**src/rtl/fdiv_iter.sv**
```systemverilog
// Iterative single-precision divider, y = x1 / x2.
// Restoring radix-2 mantissa division producing one quotient bit per clock,
// followed by a single normalise/round/pack cycle. Fixed latency regardless of operands.
// States:
//   state | meaning
//   IDLE  | ready for a new operand pair
//   DIV   | one quotient bit per cycle, QBITS cycles
//   NORM  | special-case decode, normalise, round, pack, pulse valid_out
module fdiv_iter #(
   parameter int          QBITS     = 26,
   parameter logic [31:0] CANON_NAN = 32'h7FC0_0000
) (
   input  logic        clk,
   input  logic        rstn,
   input  logic [31:0] x1,
   input  logic [31:0] x2,
   input  logic        valid_in,
   output logic        ready,
   output logic [31:0] y,
   output logic        valid_out
);

   typedef enum logic [1:0] {IDLE, DIV, NORM} state_t;

   state_t             state_q, state_d;
   logic [31:0]        a_q, a_d;
   logic [31:0]        b_q, b_d;
   logic [24:0]        rem_q, rem_d;
   logic [QBITS-1:0]   q_q, q_d;
   logic [4:0]         cnt_q, cnt_d;
   logic [31:0]        y_q, y_d;
   logic               vout_q, vout_d;

   logic [24:0]        div_ext;
   logic [24:0]        rem_sub;
   logic [24:0]        rem_sel;
   logic               q_bit;

   logic               sign;
   logic               nan_a, nan_b, inf_a, inf_b, zero_a, zero_b;
   logic signed [9:0]  exp_diff;
   logic signed [9:0]  exp_n;
   logic signed [9:0]  exp_r;
   logic [23:0]        mant;
   logic               guard, sticky, rnd;
   logic [24:0]        mant_r;
   logic [22:0]        frac_r;
   logic [31:0]        result;

   assign ready     = (state_q == IDLE);
   assign y         = y_q;
   assign valid_out = vout_q;

   // One restoring step: subtract the divisor when it fits, then shift the partial remainder.
   always_comb begin
      div_ext = {2'b01, b_q[22:0]};
      rem_sub = rem_q - div_ext;
      q_bit   = (rem_q >= div_ext);
      rem_sel = q_bit ? rem_sub : rem_q;
   end

   // Classification, normalisation, RNE rounding and packing of the finished quotient.
   always_comb begin
      sign   = a_q[31] ^ b_q[31];
      zero_a = (a_q[30:23] == 8'd0);
      zero_b = (b_q[30:23] == 8'd0);
      inf_a  = (a_q[30:23] == 8'hFF) && (a_q[22:0] == 23'd0);
      inf_b  = (b_q[30:23] == 8'hFF) && (b_q[22:0] == 23'd0);
      nan_a  = (a_q[30:23] == 8'hFF) && (a_q[22:0] != 23'd0);
      nan_b  = (b_q[30:23] == 8'hFF) && (b_q[22:0] != 23'd0);

      exp_diff = signed'({2'b00, a_q[30:23]}) - signed'({2'b00, b_q[30:23]});
      // Quotient lies in (0.5, 2): the top bit picks the binade.
      if (q_q[QBITS-1]) begin
         mant   = q_q[QBITS-1:2];
         guard  = q_q[1];
         sticky = q_q[0] | (|rem_q);
         exp_n  = exp_diff + 10'sd127;
      end else begin
         mant   = q_q[QBITS-2:1];
         guard  = q_q[0];
         sticky = |rem_q;
         exp_n  = exp_diff + 10'sd126;
      end

      rnd    = guard & (sticky | mant[0]);
      mant_r = {1'b0, mant} + {24'd0, rnd};
      exp_r  = mant_r[24] ? exp_n + 10'sd1 : exp_n;
      frac_r = mant_r[24] ? mant_r[23:1] : mant_r[22:0];

      if (nan_a || nan_b || (zero_a && zero_b) || (inf_a && inf_b))
         result = CANON_NAN;
      else if (inf_a || zero_b)
         result = {sign, 31'h7F80_0000};
      else if (inf_b || zero_a)
         result = {sign, 31'd0};
      else if (exp_r >= 10'sd255)
         result = {sign, 31'h7F80_0000};
      else if (exp_r <= 10'sd0)
         result = {sign, 31'd0};
      else
         result = {sign, exp_r[7:0], frac_r};
   end

   // Next-state and datapath updates.
   always_comb begin
      state_d = state_q;
      a_d     = a_q;
      b_d     = b_q;
      rem_d   = rem_q;
      q_d     = q_q;
      cnt_d   = cnt_q;
      y_d     = y_q;
      vout_d  = 1'b0;
      case (state_q)
         IDLE: begin
            if (valid_in) begin
               // Subnormals become signed zero before anything else looks at them.
               a_d     = (x1[30:23] == 8'd0) ? {x1[31], 31'd0} : x1;
               b_d     = (x2[30:23] == 8'd0) ? {x2[31], 31'd0} : x2;
               rem_d   = {2'b01, x1[22:0]};
               q_d     = '0;
               cnt_d   = 5'(QBITS - 1);
               state_d = DIV;
            end
         end
         DIV: begin
            rem_d = rem_sel << 1;
            q_d   = {q_q[QBITS-2:0], q_bit};
            cnt_d = cnt_q - 5'd1;
            if (cnt_q == 5'd0) state_d = NORM;
         end
         NORM: begin
            y_d     = result;
            vout_d  = 1'b1;
            state_d = IDLE;
         end
         default: state_d = IDLE;
      endcase
   end

   // State and datapath registers, synchronous active-low reset.
   always_ff @(posedge clk) begin
      if (!rstn) begin
         state_q <= IDLE;
         a_q     <= '0;
         b_q     <= '0;
         rem_q   <= '0;
         q_q     <= '0;
         cnt_q   <= '0;
         y_q     <= '0;
         vout_q  <= 1'b0;
      end else begin
         state_q <= state_d;
         a_q     <= a_d;
         b_q     <= b_d;
         rem_q   <= rem_d;
         q_q     <= q_d;
         cnt_q   <= cnt_d;
         y_q     <= y_d;
         vout_q  <= vout_d;
      end
   end

endmodule

```
**config.mk**
```make
export PLATFORM = sky130hd
export DESIGN_NAME = fdiv_iter
export DESIGN_NICKNAME = d
export VERILOG_FILES = /design/src/rtl/fdiv_iter.sv
export SDC_FILE = /design/constraint.sdc
export NUM_CORES = 1
export LEC_CHECK = 0
export CORE_MARGIN = 2
export CORE_UTILIZATION = 30
export CTS_CLUSTER_SIZE = 40
export DETAILED_ROUTE_END_ITERATION = 8
export PLACE_DENSITY_LB_ADDON = 0.08
export SYNTH_ARGS = -nofsm -noshare
export SYNTH_HDL_FRONTEND = slang
export SYNTH_SLANG_ARGS = --single-unit
```
**constraint.sdc**
```tcl
create_clock -name clk -period 5.3 [get_ports clk]
set_input_delay 1.325 -clock clk [delete_from_list [all_inputs] [get_ports clk]]
set_output_delay 1.325 -clock clk [all_outputs]
set_load 0.02 [all_outputs]
```
=== Word level (Yosys, flattened, before mapping) ===
Index checks and enable logic that the tools add are counted.

* Order comparisons: 3
* Reductions and logical operators: 26
* Add/subtract/negate cells: 7
* Bitwise operators: 4
* Equal/unequal tests: 6
* Multiplexer cells: 24

{| class="wikitable"
|+ Operator list
! cell !! count
|-
| 31-bit two-way mux || 6
|-
| 26-bit one-hot mux with 2 select lines || 1
|-
| 25-bit one-hot mux with 2 select lines || 1
|-
| 24-bit two-way mux || 2
|-
| 23-bit zero test || 2
|-
| 23-bit nonzero test || 2
|-
| 8-bit zero test || 4
|-
| 32-bit two-way mux || 1
|-
| 26-bit two-way mux || 1
|-
| 24-bit by 1-bit adder with 25-bit output || 1
|-
| 25-bit by 24-bit greater-or-equal comparator with 1-bit output || 1
|-
| 25-bit two-way mux || 1
|-
| 25-bit OR reduction || 1
|-
| 24-bit subtractor || 1
|-
| 23-bit two-way mux || 1
|-
| 9-bit by 8-bit adder with 10-bit output (second input constant) || 2
|-
| 10-bit two-way mux || 2
|-
| 8-bit == test (second input constant) || 2
|-
| 10-bit by 2-bit adder with 10-bit output (second input constant) || 1
|-
| 10-bit by 9-bit greater-or-equal comparator with 1-bit output (second input constant) || 1
|-
| 10-bit by 1-bit <= comparator with 1-bit output (second input constant) || 1
|-
| 5-bit one-hot mux with 2 select lines || 1
|-
| 8-bit by 8-bit subtractor with 9-bit output || 1
|-
| 1-bit logical AND || 6
|-
| 16 further kinds || 27
|}

* Output and inout port bits: 34
* Bits in registers: 155

=== Depth between registers and ports, before layout ===
* Depth after elaboration: 13
* Mapped depth: 23
* Depth with buffers taken out: 17

=== Worst setup path before layout ===
Ideal clock, no wire load.

* Path type: flip-flop to flip-flop
* Start point: register q_q[25]
* End point: register y_q[11], in the netlist y[11]
* Path slack: 404 ps
* Buffers on the path: 6
* Required time: 5160 ps
* Stages on the path, launching flop included: 22
* Arrival: 4756 ps
* Cells stage by stage: dfxtp_1 -> buf_4 -> buf_4 -> clkbuf_1 -> clkbuf_1 -> clkbuf_1 -> a211oi_1 -> and4_1 -> a21oi_1 -> ha_1 -> ha_1 -> nand3_2 -> a2111oi_4 -> nand4_4 -> nor2_4 -> nand3_1 -> mux2_2 -> o22a_1 -> or4_4 -> nand4_4 -> buf_6 -> o31ai_2

* Word-level cells in the longest chain between the ends: 11
* Elaborated cells between the ends (all ways): 17
* Classes of those cells: 2 x add/sub; 2 x order compare; 11 x mux; 2 x bitwise

{| class="wikitable"
|+ RTL lines
! what !! line !! RTL
|-
| start: declaration || 29 || <nowiki>logic [QBITS-1:0] q_q, q_d;</nowiki>
|-
| start signal: assignment || 158 || <nowiki>q_q <= q_d;</nowiki>
|-
| 1-bit two-way mux / 24-bit two-way mux (equally long branches) || 74 || <nowiki>if (q_q[QBITS-1]) begin</nowiki>
|-
| 1-bit bitwise OR || 86 || <nowiki>rnd = guard & (sticky | mant[0]);</nowiki>
|-
| 1-bit bitwise AND || 86 ||
|-
| 24-bit by 1-bit adder with 25-bit output || 87 || <nowiki>mant_r = {1'b0, mant} + {24'd0, rnd};</nowiki>
|-
| 10-bit two-way mux || 88 || <nowiki>exp_r = mant_r[24] ? exp_n + 10'sd1 : exp_n;</nowiki>
|-
| 10-bit by 1-bit <= comparator with 1-bit output || 99 || <nowiki>else if (exp_r <= 10'sd0)</nowiki>
|-
| 31-bit two-way mux || 99 ||
|-
| 31-bit two-way mux * || 97 || <nowiki>else if (exp_r >= 10'sd255)</nowiki>
|-
| 31-bit two-way mux * || 95 || <nowiki>else if (inf_b || zero_a)</nowiki>
|-
| 31-bit two-way mux * || 93 || <nowiki>else if (inf_a || zero_b)</nowiki>
|-
| 32-bit two-way mux * || 91 || <nowiki>if (nan_a || nan_b || (zero_a && zero_b) || (inf_a && inf_b))</nowiki>
|-
| end signal: assignment || 160 || <nowiki>y_q <= y_d;</nowiki>
|-
| end: declaration || 31 || <nowiki>logic [31:0] y_q, y_d;</nowiki>
|}

Mark *: on every way between the ends. The rest lies on a longest branch, timed or not.
A chain may end at the register's enable or synchronous reset.

=== Worst setup path after layout ===
* Start point: register q_q[25]
* End point: register y_q[5], in the netlist y[5]

The elaborated chain is that of the path after synthesis.

==> impl_metrics.yaml <==
grt:
  grt.overflow.total: 0
  number_of_global_route_vias_before_repair: 8680
  pin_count_of_the_biggest_net_entering_global_routing: 72
  overall_global_routing_resource_usage_pct: 18.0
  grt_pass1_wl_mm: 47.4
  number_of_antenna_violations_at_the_first_check_in_global_routing: 0
timing:
  timing.max_slew.rel_slack_pct: 26.3
  rsz_0062_raised_after_global_routing: "false"
  timing.final.max_slew_violations: 0
  layout_setup_ws_ns: 0.624
  max_slew.worst_pin.slew_ns: 1.10
  max_freq_mhz: 214
  hold_viol_final: 0
  timing.hold.ws_ns: 0.456
  timing.final.crit_period_ns: 4.68
  final.period_utilization_pct: 88.2
  fin_tns_setup_ns: 0
  setup_violations: 0
  fin_worst_skew_ns: 0.0115
synthesis:
  synth_compound_area_share_pct: 26.7
  ys_seq_area_share_pct: 32.7
  netlist_top_cells_count: "155 x sky130_fd_sc_hd__dfxtp_1, 148 x sky130_fd_sc_hd__nand2_1, 92 x sky130_fd_sc_hd__nor2_1"
  synth_enable_flop_cells: 0
  yosysTopAreaCell: "sky130_fd_sc_hd__dfxtp_1"
  synth_nets: 1282
  postSynthCellCount: 1174
  yosys.area_share.adder_pct: 5.49
  ys.warnings.count: 0
  post_synth_main_area_contributors: "sky130_fd_sc_hd__dfxtp_1 33%, sky130_fd_sc_hd__nand2_1 5.9%, sky130_fd_sc_hd__ha_1 5.3%, sky130_fd_sc_hd__nor2_1 3.6%, sky130_fd_sc_hd__a22oi_1 3.6%"
  yosys.cell_count.top_type: "sky130_fd_sc_hd__dfxtp_1"
  xor_xnor_share_of_the_synthesized_area_pct: 4.93
  synth_top_family_by_area: "compound AO/OA/AOI/OAI gates"
  synth.top_cell.area_share_pct: 32.7
  muxShareOfSynthArea_pct: 3.80
  ys_ff_latch: 155
  synth_simple_gate_area_share_pct: 20.8
  post_synth_instance_area_mm2: 0.00949
  synth-main-ff-cell: "sky130_fd_sc_hd__dfxtp_1"
  syn-mean-instance-area_um2: 8.08
  postSynth.asyncResetShare_pct: 0
  synthDistinctLibCells: 81
worst_setup_path:
  critPathCaptureType: "flop"
  cp_max_fo: 22
  arrival_ns: 5.02
  cp_data_required_time_ns: 5.65
  critPathKind: "flop to flop"
  worstSetupStartpointType: "flop"
detailed_routing:
  wl_mm: 29.0
  final_antenna_net_count: 0
  drt_first_pass_iters: 5
  routed-via-count: 8678
  drc_errors: 0
  first_iter_violations: 459
  drt-wirelength-per-cell_um: 17.6
  post_drt_via_cell_ratio: 5.26
placement:
  placed_cells: 1619
  placement.io_buffers: 100
  pre_cts_slack_ns: 0.634
  dpl_cell_area_mm2: 0.0108
  globalplace.congestion: 0.825
  dp.final_hpwl_mm: 21.3
clock_network:
  clock-sinks: 155
  tritoncts: "built"
  clk_path_buf_depth: 2
  cts_buffers: 17
  postCtsHoldBufs: 0
  h-tree-depth: 4
  insertion_delay_ns: 0.44
  post_cts.resized_instances: 0
  worst_setup_hold_path_clk_slew_ns: 0.07
  clock_tree.root_cell: "sky130_fd_sc_hd__clkbuf_16"
  post_cts_buffers: 0
cells_and_area:
  final_design_area_no_fill_mm2: 0.0114
  post_layout_nonfiller_instances: 1651
  insertedDiodeCount: 0
  design.final.nets: 1344
  drive_gt1_share_pct: 7.85
  final_util_pct: 36.4
  area_delta_synth_final_pct: 20.1
worst_hold_path:
  holdCritPathClass: "flop to flop"
pwr:
  overall_power_after_layout_mw: 3.81
  power_density_mw_per_mm2: 335
  irDropWorstVdd_uv: 224
  power.leakage_nw: 4.06
die:
  die-area_mm2: 0.0331
  placeableCoreArea_mm2: 0.0313
  row_count: 65
  height_of_the_die_um: 182
  die_w_um: 182
  num_io_pins: 101
  start_util_pct: 30.3
outcome:
  run_status: "completed"
run:
  cap_violations: 0
[worst max-delay path, stage by stage, from the launching register on]
cell and delay, ns:
sky130_fd_sc_hd__dfxtp_2 0.37, sky130_fd_sc_hd__mux2_2 0.27, sky130_fd_sc_hd__nor4_1 0.05, sky130_fd_sc_hd__and3_1 0.18
sky130_fd_sc_hd__a21oi_1 0.17, sky130_fd_sc_hd__ha_1 0.24, sky130_fd_sc_hd__ha_1 0.26, sky130_fd_sc_hd__nand3_2 0.13
sky130_fd_sc_hd__a2111oi_4 0.60, sky130_fd_sc_hd__nand4_4 0.19, sky130_fd_sc_hd__nor2_4 0.30, sky130_fd_sc_hd__nand3_1 0.22
sky130_fd_sc_hd__nor3_2 0.24, sky130_fd_sc_hd__nand2_1 0.13, sky130_fd_sc_hd__nor2_1 0.16, sky130_fd_sc_hd__mux2_2 0.25
sky130_fd_sc_hd__nand4_4 0.42, sky130_fd_sc_hd__o31ai_1 0.37
[placed cells by master (no fill, tap or decap), types with 28 or more instances in the layout]
cell type	Yosys	routed
sky130_fd_sc_hd__a21oi_1	65	65
sky130_fd_sc_hd__ha_1	40	40
sky130_fd_sc_hd__mux2i_1	30	30
sky130_fd_sc_hd__inv_1	57	57
sky130_fd_sc_hd__nor2_1	92	90
sky130_fd_sc_hd__xnor2_1	28	28
sky130_fd_sc_hd__a21boi_0	30	30
sky130_fd_sc_hd__dfxtp_1	155	154
sky130_fd_sc_hd__nand2_1	148	147
sky130_fd_sc_hd__nand3_1	43	43
sky130_fd_sc_hd__o21ai_0	35	35
sky130_fd_sc_hd__clkdlybuf4s50_1	0	100
sky130_fd_sc_hd__a22oi_1	45	45
[flip-flops by register name, indices dropped and copies added (netlist names)]
signal,flops
b_q,32
q_q,26
state_q,2
a_q,32
rem_q,25
y,32
cnt_q,5
valid_out,1
[path summary, 6_finish.rpt]
check / startpoint / endpoint / slack, ns / depth (start not counted)
hold reg to reg: y[8] / y[8] / 0.46 / 2
setup reg to reg: q_q[25] / y[5] / 0.62 / 17
hold / removal: y[8] / y[8] / 0.46 / 2
setup / recovery: q_q[25] / y[5] / 0.62 / 17
[routing by layer]
layer / track usage [%] / share of wire, %
met1: 23.0 / 47
met3: 2.79 / 3.1
met2: 31.3 / 48
met5: 0 / 0
met4: 4.94 / 1.7
[where the power goes]
part | leakage [nW] | total (mW) | switching, mW | internal [mW]
clock | 0.285 | 1.26 | 0.544 | 0.712
combinational | 2.51 | 1.25 | 0.720 | 0.534
sequential | 1.27 | 1.30 | 0.0646 | 1.24
total | 4.06 | 3.81 | 1.33 | 2.48
[layout make-up]
cell class	instances	area, um2
Tap cell	402	503
Clock inverter	12	139
Clock buffer	20	447
Sequential cell	155	3100
Multi-Input combinational cell	889	5870
Fill cell	3304	19900
Inverter	58	218
Timing Repair Buffer	115	1110
[cells by family (layout without fill, tap and decap cells)]
family                   count (synthesis)  after routing
AO/OA/AOI/OAI                          353            353
multiplexers                            35             35
buffers and inverters                  130            205
flip-flops                             155            155
AND/OR/NAND/NOR                        409            409
adder cells (fa/ha/maj)                 41             41
XOR/XNOR                                51             51
No activity file was read; power rests on OpenSTA's default activity.
